## src/rtl/ef_apb_bridge_pkg.sv

```systemverilog
// Shared constants and FSM state type for the APB-to-Wishbone IRQ bridge.
package ef_apb_bridge_pkg;

  // Register window: PADDR[15:8] == RegWinTag, offset in PADDR[7:0].
  localparam logic [7:0] RegWinTag = 8'hFF;

  localparam logic [7:0] OffIm   = 8'h00;
  localparam logic [7:0] OffMis  = 8'h04;
  localparam logic [7:0] OffRis  = 8'h08;
  localparam logic [7:0] OffIcr  = 8'h0C;
  localparam logic [7:0] OffGclk = 8'h10;

  // Returned on Wishbone timeout and on unmapped register reads.
  localparam logic [31:0] ErrData = 32'hDEADBEEF;

  typedef enum logic [1:0] {
    StIdle = 2'd0,
    StWait = 2'd1,
    StResp = 2'd2
  } state_e;

endpackage

```

## src/rtl/ef_apb_irq_regs.sv

```systemverilog
// Interrupt manager: mask, raw/masked status, W1C clear and registered irq.
// Channels flagged in EdgeMask are rising-edge sticky; the rest follow flags_i.
module ef_apb_irq_regs #(
  parameter int unsigned     NIRQ     = 9,
  parameter logic [NIRQ-1:0] EdgeMask = '0
) (
  input  logic            clk_i,
  input  logic            rst_ni,
  input  logic [NIRQ-1:0] flags_i,
  input  logic            im_we_i,
  input  logic            icr_we_i,
  input  logic [NIRQ-1:0] wdata_i,
  output logic [NIRQ-1:0] im_o,
  output logic [NIRQ-1:0] ris_o,
  output logic [NIRQ-1:0] mis_o,
  output logic            irq_o
);

  logic [NIRQ-1:0] im_q, im_d;
  logic [NIRQ-1:0] edge_q, edge_d;
  logic [NIRQ-1:0] hist_q;
  logic            irq_q;

  // Next-state: sticky edge bits, set has priority over a same-cycle clear.
  always_comb begin
    im_d   = im_we_i ? wdata_i : im_q;
    edge_d = edge_q;
    if (icr_we_i) begin
      edge_d = edge_d & ~wdata_i;
    end
    edge_d = (edge_d | (flags_i & ~hist_q)) & EdgeMask;
  end

  // State: mask, edge status, flag history and the registered interrupt.
  always_ff @(posedge clk_i or negedge rst_ni) begin
    if (!rst_ni) begin
      im_q   <= '0;
      edge_q <= '0;
      hist_q <= '0;
      irq_q  <= 1'b0;
    end else begin
      im_q   <= im_d;
      edge_q <= edge_d;
      hist_q <= flags_i;
      irq_q  <= |(ris_o & im_q);
    end
  end

  // Level channels mirror the raw flags combinationally.
  assign ris_o = (edge_q & EdgeMask) | (flags_i & ~EdgeMask);
  assign mis_o = ris_o & im_q;
  assign im_o  = im_q;
  assign irq_o = irq_q;

endmodule

```

## src/rtl/ef_apb_wb_irq_bridge.sv

```systemverilog
// APB slave bridging to a Wishbone core, with an interrupt register window at 0xFFxx.
// Optional EF_APB_GCLK_EN: adds the GCLK register whose bit0 gates wb_clk_o.
module ef_apb_wb_irq_bridge
  import ef_apb_bridge_pkg::*;
#(
  parameter int unsigned     DW        = 16,
  parameter int unsigned     AW        = 3,
  parameter int unsigned     NIRQ      = 9,
  parameter logic [NIRQ-1:0] EDGE_MASK = '0,
  parameter int unsigned     TIMEOUT   = 255
) (
  input  logic            PCLK,
  input  logic            PRESETn,
  input  logic [31:0]     PADDR,
  input  logic [31:0]     PWDATA,
  input  logic            PWRITE,
  input  logic            PSEL,
  input  logic            PENABLE,
  output logic            PREADY,
  output logic [31:0]     PRDATA,
  output logic            PSLVERR,
  output logic            wb_clk_o,
  output logic            wbs_cyc_o,
  output logic            wbs_stb_o,
  output logic            wbs_we_o,
  output logic [DW/8-1:0] wbs_sel_o,
  output logic [AW-1:0]   wbs_adr_o,
  output logic [DW-1:0]   wbs_dat_o,
  input  logic [DW-1:0]   wbs_dat_i,
  input  logic            wbs_ack_i,
  input  logic [NIRQ-1:0] flags_i,
  output logic            irq_o
);

  localparam int unsigned   CW   = $clog2(TIMEOUT + 1);
  localparam logic [CW-1:0] TMax = CW'(TIMEOUT - 1);

  state_e          state_q, state_d;
  logic [CW-1:0]   cnt_q, cnt_d;
  logic            cyc_q, cyc_d;
  logic            we_q, we_d;
  logic [AW-1:0]   adr_q, adr_d;
  logic [DW-1:0]   dat_q, dat_d;
  logic            pready_q, pready_d;
  logic            pslverr_q, pslverr_d;
  logic [31:0]     prdata_q, prdata_d;
  logic [31:0]     reg_rdata;
  logic [NIRQ-1:0] im, ris, mis;

  logic       access, reg_acc, wb_acc, im_we, icr_we;
  logic [7:0] reg_off;
  logic       unused_bits;

  assign access  = PSEL & PENABLE & (state_q == StIdle);
  assign wb_acc  = access & (PADDR[15:8] != RegWinTag);
  assign reg_acc = access & (PADDR[15:8] == RegWinTag);
  assign reg_off = PADDR[7:0];
  assign im_we   = reg_acc & PWRITE & (reg_off == OffIm);
  assign icr_we  = reg_acc & PWRITE & (reg_off == OffIcr);

  assign unused_bits = ^{PADDR[31:16], PADDR[1:0], PWDATA};

  ef_apb_irq_regs #(
    .NIRQ     (NIRQ),
    .EdgeMask (EDGE_MASK)
  ) u_irq_regs (
    .clk_i    (PCLK),
    .rst_ni   (PRESETn),
    .flags_i  (flags_i),
    .im_we_i  (im_we),
    .icr_we_i (icr_we),
    .wdata_i  (PWDATA[NIRQ-1:0]),
    .im_o     (im),
    .ris_o    (ris),
    .mis_o    (mis),
    .irq_o    (irq_o)
  );

`ifdef EF_APB_GCLK_EN
  logic gclk_q;
  logic gate_en;

  // GCLK enable register, written only through the register window.
  always_ff @(posedge PCLK or negedge PRESETn) begin
    if (!PRESETn) begin
      gclk_q <= 1'b0;
    end else if (reg_acc && PWRITE && (reg_off == OffGclk)) begin
      gclk_q <= PWDATA[0];
    end
  end

  // Latch-based gate: enable only changes while PCLK is low, so no glitches.
  always_latch begin
    if (!PCLK) begin
      gate_en = gclk_q;
    end
  end

  assign wb_clk_o = PCLK & gate_en;
`else
  assign wb_clk_o = PCLK;
`endif

  // Register-window read mux.
  always_comb begin
    reg_rdata = ErrData;
    case (reg_off)
      OffIm:   reg_rdata = 32'(im);
      OffMis:  reg_rdata = 32'(mis);
      OffRis:  reg_rdata = 32'(ris);
      OffIcr:  reg_rdata = '0;
`ifdef EF_APB_GCLK_EN
      OffGclk: reg_rdata = {31'b0, gclk_q};
`else
      OffGclk: reg_rdata = '0;
`endif
      default: ;
    endcase
  end

  // Bridge FSM next-state: IDLE dispatches, WAIT runs the WB cycle, RESP pulses PREADY.
  always_comb begin
    state_d   = state_q;
    cnt_d     = cnt_q;
    cyc_d     = cyc_q;
    we_d      = we_q;
    adr_d     = adr_q;
    dat_d     = dat_q;
    pready_d  = 1'b0;
    pslverr_d = pslverr_q;
    prdata_d  = prdata_q;
    unique case (state_q)
      StIdle: begin
        pslverr_d = 1'b0;
        if (wb_acc) begin
          state_d = StWait;
          cyc_d   = 1'b1;
          we_d    = PWRITE;
          adr_d   = PADDR[AW+1:2];
          dat_d   = PWDATA[DW-1:0];
          cnt_d   = '0;
        end else if (reg_acc) begin
          state_d  = StResp;
          pready_d = 1'b1;
          prdata_d = PWRITE ? '0 : reg_rdata;
        end
      end
      StWait: begin
        if (wbs_ack_i) begin
          state_d   = StResp;
          cyc_d     = 1'b0;
          pready_d  = 1'b1;
          pslverr_d = 1'b0;
          prdata_d  = we_q ? '0 : 32'(wbs_dat_i);
        end else if (cnt_q == TMax) begin
          state_d   = StResp;
          cyc_d     = 1'b0;
          pready_d  = 1'b1;
          pslverr_d = 1'b1;
          prdata_d  = ErrData;
        end else begin
          cnt_d = cnt_q + CW'(1);
        end
      end
      StResp: begin
        state_d   = StIdle;
        pslverr_d = 1'b0;
      end
      default: begin
        state_d = StIdle;
        cyc_d   = 1'b0;
      end
    endcase
  end

  // Bridge state; async reset drops an in-flight WB cycle at once.
  always_ff @(posedge PCLK or negedge PRESETn) begin
    if (!PRESETn) begin
      state_q   <= StIdle;
      cnt_q     <= '0;
      cyc_q     <= 1'b0;
      we_q      <= 1'b0;
      adr_q     <= '0;
      dat_q     <= '0;
      pready_q  <= 1'b0;
      pslverr_q <= 1'b0;
      prdata_q  <= '0;
    end else begin
      state_q   <= state_d;
      cnt_q     <= cnt_d;
      cyc_q     <= cyc_d;
      we_q      <= we_d;
      adr_q     <= adr_d;
      dat_q     <= dat_d;
      pready_q  <= pready_d;
      pslverr_q <= pslverr_d;
      prdata_q  <= prdata_d;
    end
  end

  assign PREADY    = pready_q;
  assign PRDATA    = prdata_q;
  assign PSLVERR   = pslverr_q;
  assign wbs_cyc_o = cyc_q;
  assign wbs_stb_o = cyc_q;
  assign wbs_we_o  = we_q;
  assign wbs_adr_o = adr_q;
  assign wbs_dat_o = dat_q;
  assign wbs_sel_o = '1;

endmodule

```

## config.mk

```make
export PLATFORM = sky130hd
export DESIGN_NAME = ef_apb_wb_irq_bridge
export DESIGN_NICKNAME = d
export VERILOG_FILES = /design/src/rtl/ef_apb_bridge_pkg.sv /design/src/rtl/ef_apb_irq_regs.sv /design/src/rtl/ef_apb_wb_irq_bridge.sv
export SDC_FILE = /design/constraint.sdc
export NUM_CORES = 1
export LEC_CHECK = 0
export ABC_AREA = 1
export CORE_MARGIN = 2
export CORE_UTILIZATION = 37
export DETAILED_ROUTE_END_ITERATION = 12
export GPL_TIMING_DRIVEN = 0
export PLACE_DENSITY = 0.77
export SLEW_MARGIN = 0
export SYNTH_ARGS = -nofsm -noshare
export SYNTH_HDL_FRONTEND = slang
export SYNTH_SLANG_ARGS = --single-unit
```

## constraint.sdc

```tcl
create_clock -name PCLK -period 1.5 [get_ports PCLK]
set_input_delay 0.225 -clock PCLK [delete_from_list [all_inputs] [get_ports PCLK]]
set_output_delay 0.225 -clock PCLK [all_outputs]
set_load 0.1 [all_outputs]
```

==> Word-level counts from Yosys, hierarchy flattened <==
Index checks and enable logic that the tools add are counted.
{ "totals": {"output_inout_bits": 60, "wordCells": 78, "n_memories": 0, "input_bits": 95, "latchBits": 0, "ram_bits": 0, "ff_bits": 75, "mem_bits_ro": 0} }
{ "classes": {"reduce_logical": 13, "order_cmp": 0, "mux": 29, "n_eq_ne": 16, "mul": 0, "bitwise": 8, "n_shift": 0, "n_div": 0, "n_addsub": 1} }
{ "op_table": {"columns": ["op", "count"], "rows": [
  ["32-bit 2-to-1 mux", 5],
  ["32-bit case mux with 4 select lines", 1],
  ["32-bit case mux with 2 select lines", 1],
  ["8-bit 2-to-1 mux", 3],
  ["8-bit by 4-bit equality test with 1-bit output (second input constant)", 2],
  ["8-bit equality test (second input constant)", 2],
  ["16-bit 2-to-1 mux", 1],
  ["8-bit case mux with 2 select lines", 1],
  ["2-bit != test (second input constant)", 5],
  ["9-bit AND", 1],
  ["1-bit 2-to-1 mux", 9],
  ["9-bit OR reduction", 1],
  ["8-bit by 1-bit adder with 8-bit output (second input constant)", 1],
  ["8-bit by 3-bit equality test with 1-bit output (second input constant)", 1],
  ["8-bit by 5-bit equality test with 1-bit output (second input constant)", 1],
  ["8-bit zero test", 1],
  ["2-bit 2-to-1 mux", 4],
  ["8-bit != test (second input constant)", 1],
  ["4-bit AND reduction", 2],
  ["1-bit AND", 6],
  ["3-bit != test (second input constant)", 2],
  ["2-bit AND reduction", 3],
  ["1-bit case mux with 2 select lines", 2],
  ["2-bit case mux with 2 select lines", 1],
  ["8 further kinds", 10]
]} }

==> Depth between registers and ports, before layout <==
Gate-level depths: netlist of the first run.
{ "depth": {"ltp_word": 7, "ltp_mapped": 11, "depth_no_buf": 11} }

==> By module <==
A second synthesis of the first run with hierarchy kept.
{ "unflattened": {"hier_cells": 476, "area_unflattened_um2": 3483.3} }
{ "by_module_without_submodules": {"columns": ["module", "area_each_um2", "n_inst", "seq_area_each_um2", "cells_each"], "rows": [
  ["ef_apb_wb_irq_bridge", 2927.8, 1, 1251.2, 402],
  ["ef_apb_irq_regs", 555.5, 1, 250.2, 74]
]} }

==> results of run 1 <==
-- stage by stage --
stage | cell area [sq um] | power (mW) | instances
finish | 5190 | 13.4 | 687
CTS | 4990 | 13.0 | 681
floorplan | 3260 | 8.94 | 420
detailed placement | 4560 | 10.9 | 644
global placement | 4550 | 10.8 | 643
global route | 5190 | 13.9 | 687
-- logic make-up after synthesis --
group	share of synthesized area
flops	0.464
simple gates	0.296
compound gates	0.0889
other cells	0.00232
mux	0.0244
fa+ha+maj	0.00773
xor+xnor	0.0108
buf+inv	0.106
-- metal layers --
metal | GRT usage | up-vias
met1 | 0.251 | 1493
met3 | 0.0554 | 21
li1 | - | 1625
met5 | 0 | -
met2 | 0.318 | 133
met4 | 0.111 | 0
-- registers in the layout, summed over array words and instances (netlist names) --
signal            count
wbs_cyc_o             1
PREADY                1
wbs_we_o              1
PSLVERR               1
PRDATA               17
wbs_dat_o            16
u_irq_regs.irq_o      1
u_irq_regs.im_o       9
wbs_adr_o             3
cnt_q                 8
state_q               2
-- timing repair --
action / CTS / global route
gates cloned: 4 / 0
resized for setup: 368 / 65
hold buffers: 1 / 0
hold endpoints to repair: 22 / 0
endpoints found under the setup margin: 103 / 75
setup buffers: 13 / 6
pin swaps: 11 / 13
-- placed cells by master (no fill, tap or decap), types with 3 or more instances in the layout --
cell type	instances
clkinv_2	3
dfrtp_2	5
o21ai_0	15
clkbuf_4	16
buf_2	26
nand2_2	14
inv_2	6
nor2_4	8
dfrtp_1	54
buf_12	11
buf_6	22
conb_1	7
a21oi_1	17
nand4_1	10
nor2_2	6
o21ai_2	4
o21ai_1	18
nand3_1	24
nor2_1	26
buf_4	27
nand2_1	113
mux2_2	7
nand2_4	7
clkdlybuf4s50_1	61
clkbuf_8	12
xor2_1	4
inv_1	29
-- final cells by class --
cell class                 instances  area [sq um]  area share
buffer                            29           265      0.0511
clock buffer                      15           188      0.0362
clock inverter                     5          52.6      0.0101
inverter                          38           148      0.0285
multi-input combinational        294          1590       0.306
sequential                        60          1510       0.291
tap                              108           135      0.0261
timing repair buffer             138          1300       0.251
-- cell usage after synthesis --
cell type,n,share of area
nand2_1,130,0.15
dfrtp_1,60,0.46
inv_1,33,0.038
o21ai_0,31,0.048
nor2_1,30,0.035
nand3_1,25,0.039
buf_4,19,0.044
a21oi_1,17,0.026
nand4_1,10,0.019
mux2_2,7,0.024
o21ai_1,6,0.0093
nor2_2,5,0.0097
buf_2,4,0.0062
clkbuf_1,4,0.0046
inv_2,4,0.0046
nand2_2,4,0.0077
nor2_4,4,0.014
xor2_1,4,0.011
buf_6,2,0.0070
conb_1,2,0.0023
ha_1,2,0.0077
nand3b_1,2,0.0046
nor3b_1,2,0.0046
a2111oi_0,1,0.0027
and3_1,1,0.0019
clkinv_1,1,0.0012
nand3_2,1,0.0031
nor3_1,1,0.0015
nor3_2,1,0.0031
nor4_1,1,0.0019
o21ai_2,1,0.0027
-- power groups by stage --
stage / clock network (mW) / logic, mW / registers (mW)
floorplan: 0.252 / 2.44 / 6.25
global placement: 0.299 / 7.91 / 2.60
detailed placement: 0.299 / 7.99 / 2.61
CTS: 1.98 / 8.44 / 2.58
global route: 2.05 / 9.18 / 2.70
finish: 1.94 / 8.85 / 2.61
-- worst paths after layout --
check / from / slack (ps) / endpoint
setup / recovery: cnt_q[0]$_DFFE_PN0P_ / -70 / cnt_q[0]$_DFFE_PN0P_
hold / removal: PRESETn / 300 / wbs_dat_o[8]$_DFFE_PN0P_
setup reg to reg: cnt_q[0]$_DFFE_PN0P_ / -70 / cnt_q[0]$_DFFE_PN0P_
hold reg to reg: PRDATA[7]$_DFFE_PN0P_ / 480 / PRDATA[7]$_DFFE_PN0P_
max in group asynchronous: PRESETn / 600 / wbs_we_o$_DFFE_PN0P_
min in group PCLK: PWDATA[3] / 340 / u_irq_regs.im_o[3]$_DFFE_PN0P_
==> results.cfg, run 1 <==
[timing]
final-max-slew-violation-count = 0
setup-tns-final_ps = -581
setup_viol = 28
unrepaired_setup_endpoints_after_global_routing = true
post-route-min-period_ps = 1570
finalHoldWorstSlack_ps = 297
worst_clock_skew_ps = 12.2
share_of_the_clock_period_used_by_the_worst_path = 1.05
slew_headroom = 0.612
layout_setup_ws_ps = -73.0
max_slew.worst_pin.slew_ps = 580
max_freq_mhz = 636
hold_viol = 0

[status]
outcome = finished, violations left
violated_checks = setup timing

[power_and_ir_drop]
static-leakage-power_nw = 2.57
cellInternalPower_mw = 5.57
switching_power_as_a_share_of_total_power = 0.584
power_density_nw_per_um2 = 2580
net-switching-power_mw = 7.83
seq_power_share = 0.195
clock_share_of_power = 0.145
p_comb_frac = 0.660
vdd_ir_drop_max_uv = 1650

[layout]
final_standard_cell_utilization_of_the_core = 0.604
drive_gt1_frac = 0.325
final_nets = 671
antennaDiodeCount = 0
area.growth.synth_to_final_pct = 60.3
nFillCells = 743

[placement]
dp_hpwl_um = 6390
io_buffers = 115
routabilityCongestion = 0.887
dp_worst_setup_slack_ps = -528

[critical_path]
critical_path_cell_count = 12
critical_setup_path_kind = flip-flop to flip-flop
worst_path_max_delay_cell = dfrtp_1
crit_chain = inv_2, ha_4, nand2_4, nor2_4, nand2_4, buf_4, nand2_2, o21ai_2, nand2_4, buf_6, nor2_1, a21oi_1
critical_path.max_stage_delay_ps = 380
critPathCaptureType = flip-flop
cp_max_fo = 4
worstSetupStartpointType = flip-flop
reg2reg_depth = 12
critical_path_buf_inv_count = 3
critical_path.most_common_cell = nand2_4
critPathTopFamily = simple AND/OR/NAND/NOR gates
required_time_of_the_worst_setup_path_ps = 1860
arrival_ps = 1940

[synthesis]
yosys_warnings = 0
synth-seq-cells = 60
post_synth_inst_count = 415
synth.distinct_cells = 31
synth_sequential_area_ratio = 0.464
post_synth.cell_area_avg_sq_um = 7.80
synth_area_sq_um = 3240

[drt]
iteration_0_drc_count_of_the_detailed_router = 133
antenna_left = 0
top_layer = met4
routed_via_density = 4.76
wl_met1_um = 3910
route.met2.wl_um = 4490
vias = 3272
detail_route_met3_wl_um = 666
remaining_drc_errors = 0
wirelength_um = 9320
drt-wirelength-per-cell_um = 13.6
drt_first_pass_iters = 6

[die]
pin_count = 155
die_width_um = 97.5
core.rowCount = 34
design.die.area_sq_um = 9510
initial_core_util = 0.377
core_sq_um = 8590
die_height_um = 97.5

[grt]
largest_net_degree_at_the_start_of_global_routing = 39
vias_in_the_first_global_route = 3166
grt.total_usage = 0.202
grt_antenna_before_repair = 0
grt_first_pass_wirelength_um = 15300
grt_remaining_overflow = 0

[job]
drv.max_cap_violation_count = 0

[cts]
path_clk_slew_ps = 70
clock_tree_from_tritoncts = done
worstSkewPairLatency_ps = 450

[min_path]
worst_hold_path_type = input port to async pin
No activity file was read; power rests on OpenSTA's default activity.
==> run 2: changes to the inputs <==
==> constraint.sdc (replaced) <==
create_clock -name PCLK -period 1.5 [get_ports PCLK]
set_input_delay 0.45 -clock PCLK [delete_from_list [all_inputs] [get_ports PCLK]]
set_output_delay 0.45 -clock PCLK [all_outputs]
set_load 0.1 [all_outputs]
==> run 2 against run 1 <==
Against the previous run: the run still ends with setup timing left; register-to-register slack worse by 60 ps; global-route usage is 0.86 points higher; routed wire length is 14% higher; worst hold slack better by 9.8 ps; sequential share of layout area is 4.6 points lower; combinational power is 21% higher; non-clock buffer count is 26 higher.
==> results.cfg, run 2 (same netlist as run 1, synthesis figures left out) <==
[status]
outcome = finished, violations left
violated_checks = setup timing

[drt]
iteration_0_drc_count_of_the_detailed_router = 192
vias = 3535
drt-wirelength-per-cell_um = 14.9
wirelength_um = 10600
remaining_drc_errors = 0
routed_via_density = 4.94
antenna_left = 0
drt_first_pass_iters = 6

[cts]
worstSkewPairLatency_ps = 450
path_clk_slew_ps = 70
clock_tree_from_tritoncts = done

[job]
drv.max_cap_violation_count = 0

[layout]
nFillCells = 561
largest_register_ffs = 17
final_nets = 699
most_frequent_standard_cell_in_the_layout_excluding_fill_and_tap_cells = nand2_1
area.growth.synth_to_final_pct = 91.1
layout.cells.most_common_list = nand2_1 (110), dfrtp_1 (53), buf_4 (52), buf_12 (52), clkdlybuf4s50_1 (45)
multi_input_area_sq_um = 1720
sequential_cell_area_sq_um = 1520
final_standard_cell_utilization_of_the_core = 0.719
drive_gt1_frac = 0.397
antennaDiodeCount = 0

[timing]
setup-tns-final_ps = -4360
slew_headroom = 0.649
max_slew.worst_pin.slew_ps = 527
post-route-min-period_ps = 1750
max_freq_mhz = 571
setup_viol = 43
share_of_the_clock_period_used_by_the_worst_path = 1.17
layout_setup_ws_ps = -253
worst_clock_skew_ps = 5.01
unrepaired_setup_endpoints_after_global_routing = true
final-max-slew-violation-count = 0
hold_viol = 0

[placement]
io_buffers = 115
routabilityCongestion = 0.865
dp_hpwl_um = 6370

[grt]
vias_in_the_first_global_route = 3372
grt_remaining_overflow = 0
grt_first_pass_wirelength_um = 16000
largest_net_degree_at_the_start_of_global_routing = 39
grt.total_usage = 0.211
grt_antenna_before_repair = 0

[die]
core.rowCount = 34
design.die.area_sq_um = 9510
core_sq_um = 8590
die_height_um = 97.5
die_width_um = 97.5
initial_core_util = 0.377
pin_count = 155

[power_and_ir_drop]
vdd_ir_drop_max_uv = 1840
power_density_nw_per_um2 = 2550
static-leakage-power_nw = 3.06
power.total_mw = 15.7

[critical_path]
r2r_end = PRDATA[30]$_DFFE_PN0P_
critPathCaptureType = output port
crit_path_from = PRDATA[30]$_DFFE_PN0P_
cp_max_fo = 12
r2r_setup_slack_ps = -130
arrival_ps = 1300
timing.critical_path.to = PRDATA[26]
reg2reg_depth = 8
worstSetupStartpointType = flip-flop
required_time_of_the_worst_setup_path_ps = 1050
critical_setup_path_kind = flip-flop to output port
regToRegStartpoint = state_q[0]$_DFFE_PN0P_

[min_path]
worst_hold_path_type = input port to flip-flop
hold_path_startpoint = PADDR[4]
## run 2: cell count changes in the layout (fill, tap and decap cells not counted), sizes merged, moves of 7 or more
cell | previous run | this run
dlymetal6s2s | 0 | 9
clkdlybuf4s50 | 61 | 45
buf | 88 | 128
clkbuf | 32 | 16
dlygate4sd2 | 0 | 7
## run 2: power breakdown
group          internal [mW]  total [mW]  switching, mW
logic                   4.03        10.7           6.72
clock network           1.19        2.08          0.891
registers               2.22        2.91          0.688
total                   7.44        15.7           8.30
## run 2: critical path, cell delays in order, from the launching register on
cell     delay [ps]
dfrtp_4         530
buf_4           170
buf_12          160
## run 2: final cells by class
type,instances,share of cell area
buffer,27,0.0393
clock buffer,14,0.0306
clock inverter,5,0.0121
inverter,38,0.0255
multi-input combinational,296,0.279
sequential,60,0.245
tap,108,0.0219
timing repair buffer,166,0.345
timing repair inverter,1,0.00121
## run 2: stage by stage
step                setup WS, ps  hold slack, ps  instances  cell area, sq um
floorplan                   1.74             154        420              3270
global placement           -2330             465        643              4550
detailed placement          -753             462        644              4570
CTS                         -263             507        696              5720
global route                -298             331        715              6180
finish                      -253             307        715              6180
## run 2: worst min path at each step
stage	slack [ps]	cells past startpoint	to
2_1_floorplan	150	0	PRDATA[0]$_DFFE_PN0P_
3_3_place_gp	460	2	PRDATA[12]$_DFFE_PN0P_
3_5_place_dp	460	1	wbs_dat_o[14]$_DFFE_PN0P_
4_1_cts	510	2	PRDATA[11]$_DFFE_PN0P_
5_1_grt	330	3	wbs_adr_o[2]$_DFFE_PN0P_
6_report	310	3	wbs_adr_o[2]$_DFFE_PN0P_
## run 2: repair_timing
item                                    CTS  global route
hold endpoints to repair                 22             0
buffers inserted                         26            22
pin swaps                                27            33
gates resized for setup                 535           105
endpoints found under the setup margin  104           103
hold buffers                              1             0
cloned                                    8             1
## run 2: layer usage
metal | wire [um] | vias to the layer above | global-route usage
met1 | 4290 | 1638 | 0.245
li1 | - | 1685 | -
met3 | 645 | 34 | 0.0424
met2 | 5250 | 178 | 0.369
met5 | 0 | - | 0
met4 | 454 | 0 | 0.103
==> run 3: changes to the inputs <==
--- a/config.mk
+++ b/config.mk
@@ -9,7 +9,7 @@
 export CORE_MARGIN = 2
 export CORE_UTILIZATION = 37
 export DETAILED_ROUTE_END_ITERATION = 12
-export GPL_TIMING_DRIVEN = 0
+export GPL_TIMING_DRIVEN = 1
 export PLACE_DENSITY = 0.77
 export SLEW_MARGIN = 0
 export SYNTH_ARGS = -nofsm -noshare
==> run 3 against run 2 <==
Against the previous run: the run ends with hold timing, setup timing left; critical path depth stayed put; clock power shrank 4%; core utilization is 1.2 points higher; register-to-register slack worse by 80 ps; count of clock-buffer cells in the layout is 1 lower; via count grew 1.5%; routed wire length rose by 6.7%; sequential power down 2%.
==> results.cfg, run 3 (same netlist as run 1, synthesis figures left out) <==
[critical_path]
r2r_end = PRDATA[4]$_DFFE_PN0P_
worstSetupStartpointType = flip-flop
required_time_of_the_worst_setup_path_ps = 1050
cp_max_fo = 6
critPathCaptureType = output port
reg2reg_depth = 9
r2r_setup_slack_ps = -210
arrival_ps = 1290
critical_setup_path_kind = flip-flop to output port
regToRegStartpoint = cnt_q[1]$_DFFE_PN0P_

[cts]
clock_tree_from_tritoncts = done
worstSkewPairLatency_ps = 460
path_clk_slew_ps = 80

[grt]
vias_in_the_first_global_route = 3578
grt_remaining_overflow = 0
grt.total_usage = 0.228
grt_antenna_before_repair = 0
largest_net_degree_at_the_start_of_global_routing = 61
grt_first_pass_wirelength_um = 17300

[layout]
antennaDiodeCount = 0
largest_register_ffs = 17
layout.cells.most_common_list = nand2_1 (100), buf_12 (59), buf_4 (58)
final_nets = 700
finalInstanceArea_sq_um = 6290
most_frequent_standard_cell_in_the_layout_excluding_fill_and_tap_cells = nand2_1
area.growth.synth_to_final_pct = 94.3
drive_gt1_frac = 0.411

[drt]
remaining_drc_errors = 0
drt_first_pass_iters = 5
antenna_left = 0
vias = 3589
iteration_0_drc_count_of_the_detailed_router = 267
routed_via_density = 5.01
drt-wirelength-per-cell_um = 15.8
wirelength_um = 11300

[timing]
share_of_the_clock_period_used_by_the_worst_path = 1.16
layout_setup_ws_ps = -245
max_slew.worst_pin.slew_ps = 478
worst_clock_skew_ps = 9.29
unrepaired_setup_endpoints_after_global_routing = true
max_freq_mhz = 573
setup_viol = 72
slew_headroom = 0.673
final-max-slew-violation-count = 0
finalHoldWorstSlack_ps = -10.2
post-route-min-period_ps = 1740
hold_viol = 12

[min_path]
worst_hold_path_type = input port to async pin

[status]
outcome = finished, violations left
violated_checks = hold timing, setup timing

[die]
initial_core_util = 0.377
pin_count = 155
core_sq_um = 8590
die_width_um = 97.5
die_height_um = 97.5
design.die.area_sq_um = 9510
core.rowCount = 34

[placement]
detailed_place.area_sq_um = 5200
dp_worst_setup_slack_ps = -640
dp_hpwl_um = 6750
io_buffers = 115
routabilityCongestion = 0.884

[power_and_ir_drop]
power_density_nw_per_um2 = 2530
vdd_ir_drop_max_uv = 1670
static-leakage-power_nw = 3.07
power.total_mw = 15.9

[job]
drv.max_cap_violation_count = 0
-- run 3: cell type report --
class	count	area (sq um)
timing repair inverter	1	7.51
inverter	38	156
fill	555	2310
tap	108	135
timing repair buffer	197	2530
multi-input combinational	293	1700
sequential	60	1510
clock buffer	13	190
clock inverter	6	63.8
-- run 3: how the worst max path moves through the flow --
stage / startpoint / endpoint / depth (start not counted)
after global routing: cnt_q[0]$_DFFE_PN0P_ / PRDATA[15]$_DFFE_PN0P_ / 10
after CTS: PRDATA[30]$_DFFE_PN0P_ / PRDATA[31] / 2
after detailed placement: PCLK / wb_clk_o / 1
after global placement: PCLK / wb_clk_o / 1
after floorplan: cnt_q[0]$_DFFE_PN0P_ / PRDATA[10]$_DFFE_PN0P_ / 10
final: PRDATA[30]$_DFFE_PN0P_ / PRDATA[23] / 2
-- run 3: critical path: stages (launching register included) --
cell	delay (ps)
dfrtp_4	500
buf_6	160
buf_12	170
-- run 3: what timing repair did --
action / 4_1_cts / 5_1_grt
setup buffers: 25 / 22
hold buffers: 0 / 0
endpoints found under the hold margin: 0 / 0
gates cloned: 7 / 1
resized for setup: 82 / 79
setup endpoints to repair: 95 / 105
pin swaps: 34 / 21
-- run 3: power breakdown --
part	switching, mW	internal [mW]	total [mW]
Sequential	0.647	2.21	2.86
Clock	0.954	1.05	2.00
Combinational	6.86	4.17	11.0
Total	8.46	7.43	15.9
-- run 3: per-layer routing --
metal	track usage	wire length (um)	vias up
met4	0.115	335	0
met2	0.379	5880	183
met3	0.0640	807	26
li1	-	-	1680
met5	0	0	-
met1	0.268	4320	1700
-- run 3: stage by stage --
stage               hold slack (ps)  TNS, ps   util  instances
floorplan                       154        0      -        420
global placement                481   -24320  0.605        650
global route                   9.29    -9370  0.732        716
detailed placement              490   -27400  0.605        650
CTS                            10.4    -4980  0.698        700
finish                        -10.2    -5550  0.732        716
